[src/rtl/video_pkg.sv]
// Shared video types and channel expansion helpers for the frame buffer streaming path.
package video_pkg;

  localparam int unsigned H_PIXELS_DEF = 320;
  localparam int unsigned V_LINES_DEF  = 240;

  typedef struct packed {
    logic [3:0] r;
    logic [3:0] g;
    logic [3:0] b;
  } pix444_t;

  typedef struct packed {
    logic [9:0] r;
    logic [9:0] g;
    logic [9:0] b;
  } pix30_t;

  // Replicate the nibble so full scale maps near full scale (0xF -> 0x3FC).
  function automatic logic [9:0] expand4to10(input logic [3:0] c);
    return {c, c, 2'b00};
  endfunction

  function automatic pix30_t expand_pix(input pix444_t p);
    pix30_t q;
    q.r = expand4to10(p.r);
    q.g = expand4to10(p.g);
    q.b = expand4to10(p.b);
    return q;
  endfunction

endpackage

[src/rtl/stream_skid_fifo.sv]
// Small register FIFO absorbing the read pipeline while the downstream sink stalls.
module stream_skid_fifo #(
  parameter int unsigned Width = 32,
  parameter int unsigned Depth = 3
) (
  input  logic                       clk_i,
  input  logic                       rst_ni,
  input  logic                       flush_i,
  input  logic                       push_i,
  input  logic [Width-1:0]           data_i,
  input  logic                       pop_i,
  output logic [Width-1:0]           data_o,
  output logic                       valid_o,
  output logic [$clog2(Depth+1)-1:0] count_o
);

  localparam int unsigned PtrW = $clog2(Depth);
  localparam int unsigned CntW = $clog2(Depth + 1);

  logic [Width-1:0] mem_q [Depth];
  logic [Width-1:0] mem_d [Depth];
  logic [PtrW-1:0]  wr_ptr_q, wr_ptr_d;
  logic [PtrW-1:0]  rd_ptr_q, rd_ptr_d;
  logic [CntW-1:0]  count_q, count_d;

  function automatic logic [PtrW-1:0] ptr_inc(input logic [PtrW-1:0] p);
    return (p == PtrW'(Depth - 1)) ? '0 : p + PtrW'(1);
  endfunction

  always_comb begin
    mem_d    = mem_q;
    wr_ptr_d = wr_ptr_q;
    rd_ptr_d = rd_ptr_q;
    count_d  = count_q + CntW'(push_i) - CntW'(pop_i);
    if (push_i) begin
      mem_d[wr_ptr_q] = data_i;
      wr_ptr_d        = ptr_inc(wr_ptr_q);
    end
    if (pop_i) begin
      rd_ptr_d = ptr_inc(rd_ptr_q);
    end
    if (flush_i) begin
      wr_ptr_d = '0;
      rd_ptr_d = '0;
      count_d  = '0;
    end
  end

  always_ff @(posedge clk_i) begin
    if (!rst_ni) begin
      mem_q    <= '{default: '0};
      wr_ptr_q <= '0;
      rd_ptr_q <= '0;
      count_q  <= '0;
    end else begin
      mem_q    <= mem_d;
      wr_ptr_q <= wr_ptr_d;
      rd_ptr_q <= rd_ptr_d;
      count_q  <= count_d;
    end
  end

  assign valid_o = (count_q != '0);
  assign data_o  = valid_o ? mem_q[rd_ptr_q] : '0;
  assign count_o = count_q;

  always_ff @(posedge clk_i) begin
    if (rst_ni && !flush_i) begin
      assert (!(push_i && !pop_i && count_q == CntW'(Depth)));
      assert (!(pop_i && count_q == '0));
    end
  end

endmodule

[src/rtl/frame_stream_reader.sv]
// Streams the frame buffer out as Avalon-ST video packets, one packet per frame, in raster order.
module frame_stream_reader
  import video_pkg::*;
#(
  parameter int unsigned H_PIXELS = H_PIXELS_DEF,
  parameter int unsigned V_LINES  = V_LINES_DEF,
  parameter int unsigned ADDR_W   = 17,
  parameter int unsigned PIX_W    = 12,
  parameter int unsigned OUT_W    = 30
) (
  input  logic              clk,
  input  logic              reset_n,
  input  logic              resync,
  output logic [ADDR_W-1:0] rd_addr,
  input  logic [PIX_W-1:0]  rd_data,
  output logic [OUT_W-1:0]  out_data,
  output logic              out_valid,
  input  logic              out_ready,
  output logic              out_sop,
  output logic              out_eop,
  output logic              frame_done,
  output logic [15:0]       frame_count
);

  localparam int unsigned ColW  = $clog2(H_PIXELS);
  localparam int unsigned RowW  = $clog2(V_LINES);
  localparam int unsigned FifoW = OUT_W + 2;

  logic [ColW-1:0]   col_q, col_d;
  logic [RowW-1:0]   row_q, row_d;
  logic [ADDR_W-1:0] addr_q, addr_d;
  logic              issue_q, issue_d;
  logic              inflight_q, inflight_d;
  logic              tag_sop_q, tag_sop_d;
  logic              tag_eop_q, tag_eop_d;
  logic              done_q, done_d;
  logic [15:0]       fcount_q, fcount_d;

  logic [1:0]        fifo_count;
  logic              fifo_valid;
  logic [FifoW-1:0]  fifo_head;
  logic [FifoW-1:0]  push_data;
  logic              pop;
  logic              last_col, last_row;
  logic [2:0]        occ;
  pix444_t           rd_pix;
  pix30_t            wide_pix;

  assign rd_pix    = pix444_t'(rd_data);
  assign wide_pix  = expand_pix(rd_pix);
  assign push_data = {tag_sop_q, tag_eop_q, OUT_W'(wide_pix)};
  assign pop       = fifo_valid & out_ready;
  assign last_col  = (col_q == ColW'(H_PIXELS - 1));
  assign last_row  = (row_q == RowW'(V_LINES - 1));

  // Entries committed after this cycle: queued, returning from RAM, being read, minus the pop.
  assign occ = 3'(fifo_count) + 3'(inflight_q) + 3'(issue_q) - 3'(pop);

  always_comb begin
    col_d      = col_q;
    row_d      = row_q;
    addr_d     = addr_q;
    issue_d    = (occ < 3'd3);
    inflight_d = issue_q;
    tag_sop_d  = tag_sop_q;
    tag_eop_d  = tag_eop_q;
    done_d     = pop & out_eop;
    fcount_d   = fcount_q + 16'(done_d);
    if (issue_q) begin
      tag_sop_d = (row_q == '0) && (col_q == '0);
      tag_eop_d = last_row && last_col;
      if (last_col) begin
        col_d = '0;
        row_d = last_row ? '0 : row_q + RowW'(1);
      end else begin
        col_d = col_q + ColW'(1);
      end
      addr_d = (last_row && last_col) ? '0 : addr_q + ADDR_W'(1);
    end
    if (resync) begin
      col_d      = '0;
      row_d      = '0;
      addr_d     = '0;
      issue_d    = 1'b0;
      inflight_d = 1'b0;
      tag_sop_d  = 1'b0;
      tag_eop_d  = 1'b0;
      done_d     = 1'b0;
      fcount_d   = fcount_q;
    end
  end

  always_ff @(posedge clk) begin
    if (!reset_n) begin
      col_q      <= '0;
      row_q      <= '0;
      addr_q     <= '0;
      issue_q    <= 1'b0;
      inflight_q <= 1'b0;
      tag_sop_q  <= 1'b0;
      tag_eop_q  <= 1'b0;
      done_q     <= 1'b0;
      fcount_q   <= '0;
    end else begin
      col_q      <= col_d;
      row_q      <= row_d;
      addr_q     <= addr_d;
      issue_q    <= issue_d;
      inflight_q <= inflight_d;
      tag_sop_q  <= tag_sop_d;
      tag_eop_q  <= tag_eop_d;
      done_q     <= done_d;
      fcount_q   <= fcount_d;
    end
  end

  stream_skid_fifo #(
    .Width (FifoW),
    .Depth (3)
  ) u_fifo (
    .clk_i   (clk),
    .rst_ni  (reset_n),
    .flush_i (resync),
    .push_i  (inflight_q),
    .data_i  (push_data),
    .pop_i   (pop),
    .data_o  (fifo_head),
    .valid_o (fifo_valid),
    .count_o (fifo_count)
  );

  assign rd_addr     = addr_q;
  assign out_valid   = fifo_valid;
  assign out_sop     = fifo_head[FifoW-1];
  assign out_eop     = fifo_head[FifoW-2];
  assign out_data    = fifo_head[OUT_W-1:0];
  assign frame_done  = done_q;
  assign frame_count = fcount_q;

endmodule

[config.mk]
export PLATFORM = sky130hd
export DESIGN_NAME = frame_stream_reader
export DESIGN_NICKNAME = d
export VERILOG_FILES = /design/src/rtl/video_pkg.sv /design/src/rtl/stream_skid_fifo.sv /design/src/rtl/frame_stream_reader.sv
export SDC_FILE = /design/constraint.sdc
export NUM_CORES = 1
export LEC_CHECK = 0
export BUFFER_PORTS_ARGS = -buffer_cell sky130_fd_sc_hd__buf_4
export CAP_MARGIN = 0
export CORE_ASPECT_RATIO = 0.8
export CORE_MARGIN = 4
export CORE_UTILIZATION = 60
export DETAILED_ROUTE_END_ITERATION = 7
export GPL_ROUTABILITY_DRIVEN = 1
export HOLD_SLACK_MARGIN = 0.06
export PLACE_DENSITY_LB_ADDON = 0.05
export SLEW_MARGIN = 15
export SYNTH_ARGS = -nofsm -noshare
export SYNTH_HDL_FRONTEND = slang
export SYNTH_HIERARCHICAL = 1
export SYNTH_SLANG_ARGS = --single-unit
[constraint.sdc]
create_clock -name clk -period 3.5 [get_ports clk]
set_input_delay 0.7 -clock clk [delete_from_list [all_inputs] [get_ports clk]]
set_output_delay 0.7 -clock clk [all_outputs]
set_load 0.01 [all_outputs]
# Word-level counts from Yosys, hierarchy flattened
# Cells that the tools add are included.
dict set report op_classes {
  addsub 11
  mul 0
  div_mod_pow 0
  order_cmp 4
  eq_ne 4
  shifts 0
  n_mux 12
  bitwise 5
  n_reduce_logical 8
}
# op n
set ops {}
lappend ops {{$mux W32} 4}
lappend ops {{$bwmux W96} 1}
lappend ops {{$bmux W32 S2} 1}
lappend ops {{$demux W32 S2} 1}
lappend ops {{$add A17 B1 Y17 const B} 1}
lappend ops {{$mux W17} 1}
lappend ops {{$add A16 B1 Y16} 1}
lappend ops {{$add A9 B1 Y9 const B} 1}
lappend ops {{$eq A9 B9 Y1 const B} 1}
lappend ops {{$logic_not A9 Y1} 1}
lappend ops {{$mux W9} 1}
lappend ops {{$add A8 B1 Y8 const B} 1}
lappend ops {{$eq A8 B8 Y1 const B} 1}
lappend ops {{$logic_not A8 Y1} 1}
lappend ops {{$mux W8} 1}
lappend ops {{$ge A3 B3 Y1 const B} 2}
lappend ops {{$not A2 Y3} 2}
lappend ops {{$add A2 B1 Y2 const B} 2}
lappend ops {{$eq A2 B2 Y1 const B} 2}
lappend ops {{$mux W2} 2}
lappend ops {{$add A2 B1 Y3} 1}
lappend ops {{$add A3 B1 Y3} 1}
lappend ops {{$logic_and A1 B1 Y1} 3}
lappend ops {{$lt A3 B1 Y1 const B} 1}
lappend ops {{other kinds (9)} 10}
dict set report totals {
  reg_bits 157
  latch_bits 0
  ramBits 0
  mem_bits_ro 0
  output_inout_bits 67
  mem_count 0
}

# Logic depth before layout (Yosys ltp)
dict set report depth {
  ltp_word 7
  depth_mapped 11
}

# Hierarchy
# Netlist, hierarchy kept.
# module instances cells_each area_per_inst_um2 seq_area_each_um2
set by_module_without_submodules {}
lappend by_module_without_submodules {stream_skid_fifo 1 535 4514.3 2042.0}
lappend by_module_without_submodules {frame_stream_reader 1 313 2681.3 1101.1}

# Worst setup path after synthesis
# OpenSTA, ideal clock, no wires.
dict set report synth_path {
  path_kind {flip-flop to flip-flop}
  start {reg u_fifo.count_q[1], in the netlist u_fifo/count_o[1]}
  end {reg issue_q}
  arrival_time_ns 2.564
  setup_slack_ns 0.859
  path_stages_with_launch 11
  n_path_buf 1
  synth_period_minus_slack_ns 2.641
  cell_sequence {dfxtp_1 nor2_1 clkbuf_1 inv_1 and2_1 ha_1 fa_1 inv_1 fa_1 nor2b_1 nor3_1}
}
dict set report synth_between {
  elab_chain_cells 4
  elab_cells_between_ends 6
}
# item line
set synth_rtl {}
lappend synth_rtl {{start: declaration} stream_skid_fifo.sv:24} ;# logic [CntW-1:0] count_q, count_d;
lappend synth_rtl {{start signal: assignment} stream_skid_fifo.sv:59} ;# count_q <= count_d;
lappend synth_rtl {{$reduce_bool A2 Y1} stream_skid_fifo.sv:63} ;# assign valid_o = (count_q != '0);
lappend synth_rtl {{net out_valid} frame_stream_reader.sv:17} ;# output logic out_valid,
lappend synth_rtl {{$and A1 B1 Y1} frame_stream_reader.sv:52} ;# assign pop = fifo_valid & out_ready;
lappend synth_rtl {{net pop} frame_stream_reader.sv:43} ;# logic pop;
lappend synth_rtl {{$sub A3 B1 Y3} frame_stream_reader.sv:57} ;# assign occ = 3'(fifo_count) + 3'(inflight_q) + 3'(issue_q) - 3'(pop);
lappend synth_rtl {{$lt A3 B2 Y1} frame_stream_reader.sv:63} ;# issue_d = (occ < 3'd3);
lappend synth_rtl {{end signal: assignment} frame_stream_reader.sv:108} ;# issue_q <= issue_d;
lappend synth_rtl {{end: declaration} frame_stream_reader.sv:32} ;# logic issue_q, issue_d;
# The timed path passes the listed nets, and every way through them passes these cells.
# A chain may end at the register's enable or synchronous reset.

# Worst setup path after layout
dict set report layout_path {
  start {reg u_fifo.count_q[1], in the netlist u_fifo/count_o[1]}
  end {reg issue_q}
}
dict set report layout_between {
  elab_chain_cells 4
  elab_cells_between_ends 6
}
# item line
set layout_rtl {}
lappend layout_rtl {{$reduce_bool A2 Y1} stream_skid_fifo.sv:63}
lappend layout_rtl {{$and A1 B1 Y1} frame_stream_reader.sv:52}
lappend layout_rtl {{net pop} frame_stream_reader.sv:43}
lappend layout_rtl {{$sub A3 B1 Y3} frame_stream_reader.sv:57}
lappend layout_rtl {{$lt A3 B2 Y1} frame_stream_reader.sv:63}
# The timed path passes the listed nets, and every way through them passes these cells.

==> flow_metrics.py <==
metrics = {
    "run_status": {
        "status": "finished clean",
    },
    "pwr": {
        "ir_drop_mv": 0.303,
        "switching_share_pct": 20.8,
        "switchingPower_uw": 809,
        "powerDensity_nw_per_um2": 462,
        "power_frac_comb_pct": 3.3,
        "p_int_uw": 3080,
        "p_leak_uw": 0.00305,
        "clockPowerShare_pct": 50.1,
        "pwr-share-seq_pct": 46.6,
    },
    "sta": {
        "setup_tns_ps": 0,
        "timing.max_slew.rel_slack_pct": 36.9,
        "worstMarginPinSlew_ps": 946,
        "hold_viol_final": 0,
        "fin_crit_sh_pct": 86.6,
        "slew_viol_final": 0,
        "rsz0062_at_grt": "false",
        "finalSetupViolCount": 0,
        "period_minus_slack_ps": 3030,
        "clock.fmax_mhz": 330,
        "fin_skew_ps": 11.2,
    },
    "job": {
        "cap_violations": 0,
    },
    "clock_network": {
        "insertion_delay_ps": 410,
        "cts.reportedPaths.clkPinSlew_ps": 60,
        "cts_tree": "yes",
        "cts_sinks": 157,
        "max-clock-path-buffers": 2,
        "holdBufCountCts": 0,
        "numCtsBuffers": 17,
        "root_buffer": "clkbuf_16",
        "htree_levels": 4,
        "cts-resized-gates": 0,
        "post_cts_buffers": 0,
    },
    "floorplan": {
        "io_pins": 83,
        "die_h_microns": 106,
        "die_w_microns": 130,
        "initial_core_util_pct": 62.0,
        "dieArea_sq_um": 13800,
        "row_count": 35,
        "coreArea_sq_um": 11600,
    },
    "yosys": {
        "synth.avg_cell_area_sq_um": 8.49,
        "synth_async_sr_flop_share_pct": 0,
        "synth_compound_gate_area_share_pct": 17.2,
        "synth_xor_area_share_pct": 4.02,
        "synth_seq_cells": 157,
        "yosysWarnings": 6,
        "synth-simple-area-share_pct": 26.6,
        "synth_top_family_by_area": "simple AND/OR/NAND/NOR gates",
        "synth_fa_ha_area_share_pct": 2.30,
        "syn-cell-area_sq_um": 7200,
        "synth_edf_count": 0,
        "synth_cells": 848,
        "synth.mux.area_fraction_pct": 0.835,
        "yosysUniqueCellTypes": 50,
        "ys_seq_area_share_pct": 43.7,
        "synth_flop_cell": "dfxtp_1",
    },
    "grt": {
        "grt_max_degree": 71,
        "grt_pass1_vias": 6160,
        "grt_pass1_wl_microns": 27700,
        "overflow": 0,
        "grt_usage_pct": 24.2,
        "antenna_found_initial": 0,
    },
    "finish": {
        "layout_commonest_cell": "dfxtp_1",
        "n_antenna_cell": 0,
        "multi_input_area_sq_um": 3700,
        "final_util_pct": 72.5,
        "drive_above_1_share_pct": 16.2,
        "nets": 925,
        "layout_common_cells": "155 x dfxtp_1, 115 x nand3_1, 88 x buf_4",
        "areaGrowthSynthToFinish_pct": 16.9,
        "seq_area_sq_um": 3150,
        "fillers": 884,
    },
    "detailed_routing": {
        "drtIter0Drc": 609,
        "viasPerCell": 5.88,
        "first_pass_iters": 5,
        "dr_total_vias": 6217,
        "antenna_left": 0,
        "drc": 0,
        "drt_wl_total_microns": 16200,
        "routedWlPerCell_microns": 15.3,
    },
    "worst_hold_path": {
        "hold_path.class": "reg2reg",
    },
    "critical_path": {
        "crit_chain": "nor2_4 > inv_1 > and2_1 > ha_1 > fa_1 > inv_1 > fa_1 > nor2b_1 > nor3_1",
        "startpoint_type": "flip-flop",
        "crit_cells": 9,
        "cp-endpoint": "issue_q",
        "cp.arrival_ps": 3360,
        "cpPeakStageDelay_ps": 710,
        "worstReg2RegEnd": "issue_q",
        "crit_buf_inv": 2,
        "cp_data_required_time_ps": 3820,
        "crit_path_end_kind": "flip-flop",
        "cp_top_family": "simple AND/OR/NAND/NOR gates",
        "crit_start": "u_fifo/count_o[1]",
        "cp_max_fo": 33,
        "rr_worst_depth": 9,
        "rrSetupSlack_ps": 470,
        "crit_type": "reg2reg",
        "slowest_stage": "nor2_4",
        "r2r_start": "u_fifo/count_o[1]",
    },
    "placed_design": {
        "portBuffers": 82,
        "dp_hpwl_microns": 10200,
        "place_congestion": 0.891,
    },
}
power groups by stage:
stage / Clock, uW / Combinational, uW / Sequential, uW
2_1_floorplan: 0 / 97.5 / 1840
3_3_place_gp: 0 / 123 / 1850
3_5_place_dp: 0 / 128 / 1850
4_1_cts: 1980 / 129 / 1810
5_1_grt: 2050 / 145 / 1810
6_report: 1950 / 130 / 1810
stage by stage:
| step | setup WS (ps) | hold WS, ps | power (uW) | cell area (sq um) | std cells |
|---|---|---|---|---|---|
| floorplan | 859 | 433 | 1940 | 7210 | 853 |
| global placement | 559 | 443 | 1970 | 7780 | 1026 |
| CTS | 446 | 463 | 3920 | 8410 | 1058 |
| finish | 468 | 457 | 3890 | 8410 | 1058 |
| detailed placement | 462 | 452 | 1980 | 7780 | 1026 |
| global route | 290 | 487 | 4010 | 8410 | 1058 |
state kept, by name, indices dropped and copies added (netlist names), 2 cells and up:
name and count:
frame_count 16, col_q 9, u_fifo/wr_ptr_q 2, u_fifo/mem_q 96
u_fifo/rd_ptr_q 2, u_fifo/count_o 2, row_q 8, rd_addr 17
routing by layer:
metal  vias to the layer above  wire length (microns)  GRT usage [%]  share of wire (%)
met4                         0                    213           8.74                1.3
met2                       170                   7890           39.9                 49
li1                       3090                      -              -                  -
met3                        19                    927           4.82                5.7
met1                      2938                   7210           31.6                 44
met5                         -                      0              0                  0
worst min path at each step:
stage	endpoint	cells after the start	slack, ps	from
global placement	u_fifo/mem_q[89]	2	440	u_fifo/mem_q[89]
floorplan	u_fifo/mem_q[64]	2	430	u_fifo/mem_q[64]
CTS	u_fifo/mem_q[95]	2	460	u_fifo/mem_q[95]
finish	u_fifo/mem_q[86]	2	460	u_fifo/mem_q[86]
global route	u_fifo/mem_q[79]	2	490	u_fifo/mem_q[79]
detailed placement	u_fifo/mem_q[93]	2	450	u_fifo/mem_q[93]
cell type report:
cell class                      count  area share, %
Timing Repair Buffer               89           8.09
Clock buffer                       23           5.56
Inverter                           20          0.892
Multi-Input combinational cell    612           44.0
Sequential cell                   157           37.4
Tap cell                          148           2.20
Clock inverter                      9           1.90
cell usage after synthesis (16+ instances only):
| library cell | number | area, sq um |
|---|---|---|
| buf_2 | 16 | 80.1 |
| nand2b_1 | 40 | 250 |
| o21ai_2 | 20 | 175 |
| dfxtp_1 | 157 | 3140 |
| nor2b_1 | 37 | 231 |
| o21ai_0 | 70 | 350 |
| clkbuf_1 | 31 | 116 |
| nand2_1 | 60 | 225 |
| nor2_1 | 34 | 128 |
| a211oi_1 | 64 | 480 |
| xnor2_1 | 25 | 219 |
| inv_1 | 20 | 75.1 |
| nand3_1 | 115 | 576 |
worst reg2reg max path, stage by stage, from the launching register on:
cell     delay, ps
dfxtp_1        370
nor2_4         710
inv_1          160
and2_1         260
ha_1           320
fa_1           370
inv_1           80
fa_1           400
nor2b_1        140
nor3_1         150
kinds of logic (layout without fill, tap and decap cells):
| logic type | after synthesis | in the layout |
|---|---|---|
| AOI/OAI and AO/OA | 193 | 193 |
| muxes | 6 | 6 |
| DFF | 157 | 157 |
| xor gates and xnor gates | 33 | 33 |
| and+or+nand+nor | 362 | 362 |
| adders and majority gates | 12 | 12 |
| buffers and inverters | 84 | 141 |
| other | 1 | 6 |
Power figures use the tool's default switching activity.
